## src/rtl/nn_pkg.sv

```systemverilog
// Shared fixed-point constants and layer-pass state encoding for the neuron pipeline blocks.
package nn_pkg;

  localparam int DATA_W           = 16;
  localparam int FRAC_W           = 8;
  localparam logic [15:0] Q_MAX   = 16'h7FFF;
  localparam logic [15:0] Q_MIN   = 16'h8000;
  localparam int DEFAULT_PIPE_LAT = 11;

  typedef enum logic [1:0] {
    IDLE  = 2'd0,
    ISSUE = 2'd1,
    DRAIN = 2'd2,
    DONE  = 2'd3
  } state_t;

endpackage

```

## src/rtl/valid_delay_line.sv

```systemverilog
// 1-bit tag shift register: din reappears on dout DEPTH cycles later; clear empties it.
// No backpressure: one tag shifts in every cycle.
module valid_delay_line #(
  parameter int DEPTH = 11
) (
  input  logic clk,
  input  logic clear,
  input  logic din,
  output logic dout
);

  logic [DEPTH-1:0] sr;

  generate
    if (DEPTH == 1) begin : g_single
      always_ff @(posedge clk) begin
        if (clear) sr <= '0;
        else       sr <= din;
      end
    end else begin : g_multi
      always_ff @(posedge clk) begin
        if (clear) sr <= '0;
        else       sr <= {sr[DEPTH-2:0], din};
      end
    end
  endgenerate

  assign dout = sr[DEPTH-1];

endmodule

```

## src/rtl/neuron_post_stage.sv

```systemverilog
// Bias add, saturate, optional ReLU and running argmax on dot-product results; result lands one
// cycle after its tap, done one cycle later. Issues are throttled only by issue_ready.
module neuron_post_stage
  import nn_pkg::*;
#(
  parameter int NUM_NEURONS = 10,
  parameter int DATA_W      = nn_pkg::DATA_W,
  parameter int PIPE_LAT    = DEFAULT_PIPE_LAT
) (
  input  logic                          clk,
  input  logic                          reset,
  input  logic                          start,
  input  logic                          relu_en,
  input  logic                          issue_valid,
  output logic                          issue_ready,
  input  logic [DATA_W-1:0]             acc_in,
  input  logic [NUM_NEURONS*DATA_W-1:0] bias_in,
  output logic [NUM_NEURONS*DATA_W-1:0] act_out,
  output logic [3:0]                    class_idx,
  output logic [DATA_W-1:0]             class_max,
  output logic                          busy,
  output logic                          done
);

  localparam int CNT_W = $clog2(NUM_NEURONS + 1);
  localparam logic [CNT_W-1:0]  NUM_C   = CNT_W'(NUM_NEURONS);
  localparam logic [DATA_W-1:0] SAT_MAX = {1'b0, {(DATA_W-1){1'b1}}};
  localparam logic [DATA_W-1:0] SAT_MIN = {1'b1, {(DATA_W-1){1'b0}}};

  state_t state, state_nxt;

  logic [CNT_W-1:0]              issue_cnt;
  logic [CNT_W-1:0]              res_cnt;
  logic                          relu_q;
  logic [NUM_NEURONS*DATA_W-1:0] act_q;
  logic [3:0]                    idx_q;
  logic [DATA_W-1:0]             max_q;

  logic              launch;
  logic              accept;
  logic              tap;
  logic              res_vld;
  logic [DATA_W-1:0] bias_sel;
  logic [DATA_W:0]   sum;
  logic [DATA_W-1:0] act_val;
  logic              take_max;

  assign launch  = (state == IDLE) && start;
  assign accept  = issue_valid && issue_ready;
  assign res_vld = tap && ((state == ISSUE) || (state == DRAIN)) && (res_cnt < NUM_C);

  // Tags travel alongside the upstream pipeline so each result is tied to its issue slot.
  valid_delay_line #(
    .DEPTH (PIPE_LAT)
  ) u_valid_delay_line (
    .clk   (clk),
    .clear (reset || launch),
    .din   (accept),
    .dout  (tap)
  );

  always_ff @(posedge clk) begin
    if (reset) state <= IDLE;
    else       state <= state_nxt;
  end

  always_comb begin
    state_nxt   = state;
    busy        = 1'b0;
    done        = 1'b0;
    issue_ready = 1'b0;
    case (state)
      IDLE: begin
        if (start) state_nxt = ISSUE;
      end
      ISSUE: begin
        busy        = 1'b1;
        issue_ready = (issue_cnt < NUM_C);
        if (issue_cnt == NUM_C) state_nxt = DRAIN;
      end
      DRAIN: begin
        busy = 1'b1;
        if (res_cnt == NUM_C) state_nxt = DONE;
      end
      DONE: begin
        done      = 1'b1;
        state_nxt = IDLE;
      end
      default: state_nxt = IDLE;
    endcase
  end

  always_comb begin
    bias_sel = '0;
    for (int n = 0; n < NUM_NEURONS; n++) begin
      if (res_cnt == CNT_W'(n)) bias_sel = bias_in[n*DATA_W +: DATA_W];
    end
  end

  // One guard bit catches overflow of the Q8.8 add; disagreeing top bits mean saturate.
  always_comb begin
    sum = {acc_in[DATA_W-1], acc_in} + {bias_sel[DATA_W-1], bias_sel};
    if (sum[DATA_W] != sum[DATA_W-1]) act_val = sum[DATA_W] ? SAT_MIN : SAT_MAX;
    else                              act_val = sum[DATA_W-1:0];
    if (relu_q && act_val[DATA_W-1]) act_val = '0;
    take_max = (res_cnt == '0) || ($signed(act_val) > $signed(max_q));
  end

  always_ff @(posedge clk) begin
    if (reset) begin
      issue_cnt <= '0;
      res_cnt   <= '0;
      relu_q    <= 1'b0;
      act_q     <= '0;
      idx_q     <= '0;
      max_q     <= SAT_MIN;
    end else if (launch) begin
      issue_cnt <= '0;
      res_cnt   <= '0;
      relu_q    <= relu_en;
      idx_q     <= '0;
      max_q     <= SAT_MIN;
    end else begin
      if (accept) issue_cnt <= issue_cnt + 1'b1;
      if (res_vld) begin
        res_cnt <= res_cnt + 1'b1;
        for (int n = 0; n < NUM_NEURONS; n++) begin
          if (res_cnt == CNT_W'(n)) act_q[n*DATA_W +: DATA_W] <= act_val;
        end
        if (take_max) begin
          idx_q <= 4'(res_cnt);
          max_q <= act_val;
        end
      end
    end
  end

  assign act_out   = act_q;
  assign class_idx = idx_q;
  assign class_max = max_q;

endmodule

```

## config.mk

```make
export PLATFORM = sky130hd
export DESIGN_NAME = neuron_post_stage
export DESIGN_NICKNAME = d
export VERILOG_FILES = /design/src/rtl/nn_pkg.sv /design/src/rtl/valid_delay_line.sv /design/src/rtl/neuron_post_stage.sv
export SDC_FILE = /design/constraint.sdc
export NUM_CORES = 1
export LEC_CHECK = 0
export CAP_MARGIN = 20
export CORE_UTILIZATION = 46
export CTS_BUF_LIST = sky130_fd_sc_hd__clkbuf_4
export DETAILED_ROUTE_END_ITERATION = 12
export PLACE_DENSITY = 0.83
export SYNTH_ARGS = -nofsm -noshare
export SYNTH_HDL_FRONTEND = slang
export SYNTH_SLANG_ARGS = --single-unit
```

## constraint.sdc

```tcl
create_clock -name clk -period 8.5 [get_ports clk]
set_input_delay 2.55 -clock clk [delete_from_list [all_inputs] [get_ports clk]]
set_output_delay 2.55 -clock clk [all_outputs]
set_load 0.01 [all_outputs]
```

; Word-level counts from Yosys, hierarchy flattened
; Cells that the tools add are included.
[totals]
ff_bits = 202
inputBits = 181
output_inout_bits = 183
[op_classes]
addsub = 3
order_cmp = 3
n_eq_ne = 18
muxes = 20
n_bitwise = 1
reduce_logical = 24
[op_table]
columns = cell, count
row1 = 16-bit two-way mux, 13
row2 = 3-bit AND reduction, 11
row3 = 16-bit by 16-bit adder with 17-bit output, 1
row4 = "4-bit by 3-bit equality test with 1-bit output, second input constant", 4
row5 = "4-bit equality test, second input constant", 4
row6 = 16-bit > comparator, 1
row7 = "4-bit by 1-bit adder with 4-bit output, second input constant", 2
row8 = "4-bit by 2-bit equality test with 1-bit output, second input constant", 2
row9 = "4-bit < comparator, second input constant", 2
row10 = 2-bit one-hot mux with 4 select lines, 1
row11 = 2-bit two-way mux, 3
row12 = 1-bit logical AND, 5
row13 = "2-bit equality test, second input constant", 2
row14 = "4-bit by 1-bit equality test with 1-bit output, second input constant", 1
row15 = 4-bit logical NOT, 1
row16 = "2-bit by 1-bit != test with 1-bit output, second input constant", 2
row17 = 2-bit OR reduction, 2
row18 = 1-bit logical OR, 3
row19 = 1-bit two-way mux, 3
row20 = "2-bit by 1-bit equality test with 1-bit output, second input constant", 1
row21 = 2-bit logical NOT, 1
row22 = "2-bit != test, second input constant", 1
row23 = 2-bit AND reduction, 1
row24 = 1-bit != test, 1
row25 = 1-bit NOT, 1

; Depth between registers and ports, before layout
[depth]
word_depth = 19
ltp_mapped = 29

; Cells and area by module
; A second synthesis with hierarchy kept.
[unflattened]
hier_cells = 1142
hier_area_um2 = 10080.9
[by_module_without_submodules]
columns = mod, instances, cells_per_inst, area_per_inst_um2, seq_area_each_um2
row1 = neuron_post_stage, 1, 1119, 9743.1, 3823.7
row2 = valid_delay_line, 1, 23, 337.8, 220.2

; Least setup slack after synthesis
; OpenSTA, ideal clock, no wires.
[synth_timing]
path_kind = input to register
from = input port bias_in[16]
to = register max_q[10] (netlist: class_max[10])
t_arrival_ns = 7.341
t_required_ns = 8.408
setup_slack_ns = 1.067
stages = 23
n_path_buf = 3
cell_sequence = a221oi_1 > nor3_1 > o21ai_0 > a31oi_1 > ha_1 > fa_1 > a211oi_1 > o21ai_1 > a221o_1 > a221o_1 > o211ai_1 > buf_4 > nor2_1 > buf_2 > nor2_1 > ha_1 > a2111oi_0 > o2111a_1 > nor3_1 > o31ai_1 > nand4_1 > buf_2 > o32ai_1
[synth_via]
elab_chain_cells = 17
word_cells_on_any_way = 18
cone_classes = 1 x add/sub / 1 x order compare / 1 x eq/ne / 12 x mux / 3 x reduce/logical
[synth_rtl]
columns = item, line
row1 = start: declaration, neuron_post_stage.sv:17  ; input logic [NUM_NEURONS*DATA_W-1:0] bias_in,
row2 = 16-bit two-way mux (*) (9 in a row), neuron_post_stage.sv:96  ; if (res_cnt == CNT_W'(n)) bias_sel = bias_in[n*DATA_W +: DATA_W];
row3 = 16-bit by 16-bit adder with 17-bit output (*), neuron_post_stage.sv:102  ; sum = {acc_in[DATA_W-1], acc_in} + {bias_sel[DATA_W-1], bias_sel};
row4 = 16-bit two-way mux or 1-bit != test (tied branches), neuron_post_stage.sv:103  ; if (sum[DATA_W] != sum[DATA_W-1]) act_val = sum[DATA_W] ? SAT_MIN : SAT_MAX;
row5 = 16-bit two-way mux (*), neuron_post_stage.sv:103
row6 = 1-bit logical AND, neuron_post_stage.sv:105  ; if (relu_q && act_val[DATA_W-1]) act_val = '0;
row7 = 16-bit two-way mux (*), neuron_post_stage.sv:105
row8 = named net act_val[7], neuron_post_stage.sv:45  ; logic [DATA_W-1:0] act_val;
row9 = 16-bit > comparator (*), neuron_post_stage.sv:106  ; take_max = (res_cnt == '0) || ($signed(act_val) > $signed(max_q));
row10 = 1-bit logical OR (*), neuron_post_stage.sv:106
row11 = 2-bit AND reduction (no line) (*), -
row12 = end signal: assignment, neuron_post_stage.sv:132  ; max_q <= act_val;
row13 = end: declaration, neuron_post_stage.sv:37  ; logic [DATA_W-1:0] max_q;
; The timed path passes the listed nets; every way through them passes the cells marked *.
; A chain may end at the register's enable or synchronous reset.

; Worst setup path in the final report
[layout_timing]
from = input port bias_in[9]
to = register max_q[15] (netlist: class_max[15])
[layout_via]
elab_chain_cells = 18
word_cells_on_any_way = 19
cone_classes = 1 x add/sub / 1 x order compare / 1 x eq/ne / 13 x mux / 3 x reduce/logical
[layout_rtl]
columns = item, line
row1 = 16-bit two-way mux (*) (10 in a row), neuron_post_stage.sv:96
row2 = 16-bit by 16-bit adder with 17-bit output (*), neuron_post_stage.sv:102
row3 = 16-bit two-way mux or 1-bit != test (tied branches), neuron_post_stage.sv:103
row4 = 16-bit two-way mux (*), neuron_post_stage.sv:103
row5 = 1-bit logical AND, neuron_post_stage.sv:105
row6 = 16-bit two-way mux (*), neuron_post_stage.sv:105
row7 = named net act_val[13], neuron_post_stage.sv:45
row8 = 16-bit > comparator (*), neuron_post_stage.sv:106
row9 = 1-bit logical OR (*), neuron_post_stage.sv:106
row10 = 2-bit AND reduction (no line) (*), -
; Marks and branches as above.

==> results.txt <==
- The run finished with clean final reports.
- Met2 Usage GRT: 0.617
- Clock Latency Late Sink: 0.60 ns
- The die is 147 um tall.
- The share of synthesized area in the top cell type comes to 0.420.
- Top Ports: 364
* GRT busiest layer: met2
* Die boundary width: 147 um
- Synthesis produced a netlist whose cell count is 1134.
* # setup viols final: 0
- Crit path kind: input port to flop
* Die Footprint: 21500 um^2
- Summing over every cut layer, the via total after detailed routing is 10.5k.
- Excluding fillers, the count of instances in the completed layout stands at 1808.
- For the final routed database, the setup TNS stands at 0 ns.
- Cells on worst reg2reg path: 25
- After synthesis, the cell types taking the most area are dfxtp_1 42%, o32ai_1 6.0%, ha_1 5.6%.
- In the synthesized netlist the dominant register cell turns out to be dfxtp_1.
* Effective utilization at floorplan: 0.473
- Filler instances: 1675
* Setup WS post-layout: 0.582 ns
- Routed len/inst: 21.1 um
- Post-route DRC: 0
- HPWL after detailed placement: 28800 um
- Layout Area Growth over Synthesis: 47.8%
- Complex-gate fraction of the synthesized area: 0.266
- CTS Root Buffer Type: clkbuf_4
* Cell with the most instances after synthesis: dfxtp_1
- On the final layout, the worst clock skew is 0.0283 ns.
* Number of distinct standard cells referenced by the synthesized netlist: 65
- After floorplanning, the core was divided into 52 placement rows.
- CTS tree: done
- Of the total synthesized cell area, the portion taken by XOR and XNOR cells is 0.0127.
- Port buffering added 363 buffers.
* Residual overflow from global routing: 0
- Summed over all nets, the switching power comes to 0.669 mW.
- In this run, CTS created clock tree buffers numbering 47.
- Initial antenna violation count: 5
- Launch instance of the worst min-delay path: u_valid_delay_line.sr[2]
- Routability-driven placement finished with a final weighted congestion of 0.963.
* Count of H-tree levels built during CTS: 2
* Pin count of the biggest net entering global routing: 72
* First-pass GRT wire length: 57500 um
- Number of design-rule violations left by the first detailed-router iteration: 700
- The critical path starts at bias_in[9].
- STA puts the critical path data arrival time at 8.34 ns.
- Part of the Yosys area used for sequential elements: 0.420
* Clock-pin slew on the worst setup and hold paths: 0.08 ns
- Max-capacitance violation count: 0
- Main combinational cell family by area after synthesis: compound AO/OA/AOI/OAI gates
* Power density relative to cell area: 162 nW/um^2
- Of the post-synthesis cell area, the part taken by muxes is 0.0118.
* Min-Delay Path Class: flop to flop
- Via density per instance: 5.79
- The smallest clock period supported by the final layout is computed as 7.92 ns.
- Fin nets: 1720
- Routed wire length: 38200 um
- The critical path ends at class_max[15].
* GR met1 Demand/Resource: 0.386
- Before antenna repair, the detailed router went through 5 iterations.
- Number of instances resized during post-cts repair: 0
- Async set or reset register ratio after synthesis: 0
* Yosys synthesis warning count: 0
* Switching power as a share of total power: 0.290
* Fraction of layout instances using a drive strength above 1: 0.0952
- Startpoint Class: input port
- Highest fanout seen on the critical path: 16
- The total area inside the core boundary comes to 20400 um^2.
- Synth top cells by count: 202 x dfxtp_1, 101 x nand2_1, 91 x nor2_1, 84 x inv_1, 67 x clkbuf_1
- Static timing analysis puts the maximum clock frequency at 126 MHz.
- Of the total power, combinational logic draws 0.219.
- Across the VDD grid, the largest voltage drop is 0.0000834 V.
- Average size of a mapped cell: 8.50 um^2
* Required @ worst endpoint: 8.92 ns
- Of the total power, the clock network draws 0.364.
- Pins Over Slew Limit: 0
- Cell leakage power: 5.16 nW
* Post-CTS Setup Inserts: 0
- Total nets after synthesis: 1359
- Of the total power, registers draw 0.417.
- In this run the tightest slew margin relative to its limit is 0.246.
- For this run, the total global-route usage over all layers was measured as 0.346.
* Share of synthesized cell area in full adder, half adder and majority cells: 0.0579
- Worst Setup End Kind: flop
- Ratio of final minimum period to clock period: 0.932
- Number of antenna-violating nets in the routed design: 0
- Count of state elements after synthesis: 202
- In the global route stage, met3 resource usage came out at 0.0646.
- Measured slew at the worst slew-check pin: 1.13 ns
- Counting tap cells, the placed design contains a total of 1715 instances.
- Internal portion of total power: 1.64 mW
- Reg-to-reg startpoint: res_cnt[0]
* Unrepaired setup endpoints after global routing: no
- Cell type contributing the most total cell area after synthesis: dfxtp_1
* Clock tree sinks: 202
- Prior to clock tree synthesis, the placed netlist has a worst setup slack of 0.119 ns.
- Capturing point of the worst reg2reg path: class_max[15]
* Number of enable flip-flop cells after synthesis: 0
- For flop-to-flop paths, the worst setup slack is 1.27 ns.
* Number of global-route vias before repair: 10.3k
- Final Hold Vio Count: 0
- Of the total synthesized cell area, the portion taken by AND, OR, NAND and NOR gates is 0.159.
- The cell area that synthesis handed to floorplanning was 9640 um^2.
- Buffers inserted to repair hold after CTS numbered 0.
- The longest clock path from root to sink contains 3 buffers.
## cell families after synthesis
group / after synthesis
buffers and inverters: 174
AO/OA/AOI/OAI: 362
XOR/XNOR: 14
flip-flops: 202
multiplexers: 11
AND/OR/NAND/NOR: 327
adder cells (fa/ha/maj): 44
## cell type report
class / count / area, um^2 / share of cell area
tap: 270 / 338 / 0.0237
multi-input combinational: 758 / 4930 / 0.346
clock buffer: 77 / 578 / 0.0406
clock inverter: 10 / 93.8 / 0.00659
sequential: 202 / 4040 / 0.284
antenna: 5 / 12.5 / 0.000879
timing repair buffer: 402 / 3930 / 0.276
inverter: 84 / 315 / 0.0221
## cell usage in the layout (no fill, tap or decap), types with 5 or more instances in the layout
master	synthesis	routed
nor2b_1	6	6
a211oi_1	6	6
a211oi_2	9	9
clkdlybuf4s50_1	0	362
a21oi_1	29	28
a21o_1	5	5
diode_2	0	5
clkbuf_4	0	77
ha_1	43	43
buf_4	1	39
o22ai_1	48	48
inv_1	84	84
o21ai_0	55	55
a221oi_1	30	30
a22o_1	15	15
clkinv_1	0	6
o211ai_1	6	6
a31oi_1	17	16
xnor2_1	10	10
dfxtp_1	202	202
mux2i_1	8	8
nand2b_1	40	40
o32ai_1	66	66
and2_1	19	19
and3_1	10	10
o21ai_1	40	40
nand2_1	101	101
nor3_1	24	22
nand3_1	18	18
nor2_1	91	91
## critical path, cell delays in order
cell and delay (ns):
clkdlybuf4s50_1 0.47, a221oi_1 0.51, nor3_1 0.08, o21ai_0 0.20, a31oi_1 0.11, ha_1 0.39
a21oi_1 0.37, o211ai_1 0.16, a211oi_1 0.23, buf_4 0.17, xnor2_1 0.13, o211ai_1 0.16
buf_4 0.21, nor4_2 0.40, nor2_1 0.12, ha_1 0.29, nand2_1 0.06, nor2_1 0.17
a21oi_1 0.11, o21a_1 0.20, o31a_1 0.30, nor2_1 0.78, o211ai_1 0.17
## power groups by stage
stage          clock network [mW]  registers, mW  logic, mW
2_1_floorplan                   0          0.981      0.258
3_3_place_gp                    0          0.983      0.487
3_5_place_dp                    0          0.983      0.492
4_1_cts                     0.849          0.962      0.495
5_1_grt                     0.904          0.962      0.538
6_report                    0.840          0.962      0.504
## registers in the layout, summed over array words and instances, names as in the netlist
signal	flops
act_out	160
class_idx	4
class_max	16
issue_cnt	4
relu_q	1
res_cnt	4
state	2
u_valid_delay_line.sr	11
## stage by stage
| stage | utilization | area (um^2) | hold slack (ns) | power, mW |
|---|---|---|---|---|
| finish | 0.699 | 14200 | 0.432 | 2.31 |
| CTS | 0.698 | 14200 | 0.435 | 2.31 |
| floorplan | - | 9640 | 0.406 | 1.24 |
| global placement | 0.665 | 13500 | 0.412 | 1.47 |
| global route | 0.699 | 14200 | 0.440 | 2.40 |
| detailed placement | 0.665 | 13500 | 0.415 | 1.47 |
## worst min path at each step
stage / end / slack [ns] / depth (start not counted)
3_5_place_dp: u_valid_delay_line.sr[3] / 0.41 / 1
5_1_grt: u_valid_delay_line.sr[2] / 0.44 / 1
4_1_cts: u_valid_delay_line.sr[1] / 0.44 / 1
6_report: u_valid_delay_line.sr[3] / 0.43 / 1
2_1_floorplan: u_valid_delay_line.sr[10] / 0.41 / 1
3_3_place_gp: u_valid_delay_line.sr[1] / 0.41 / 1
## per-layer routing
| layer | wire [um] | vias up | part of all wire |
|---|---|---|---|
| met5 | 0 | - | 0 |
| met4 | 2100 | 0 | 0.055 |
| met3 | 2980 | 124 | 0.078 |
| met2 | 18900 | 580 | 0.49 |
| met1 | 14200 | 4890 | 0.37 |
| li1 | - | 4877 | - |
No activity file was read; power rests on OpenSTA's default activity.
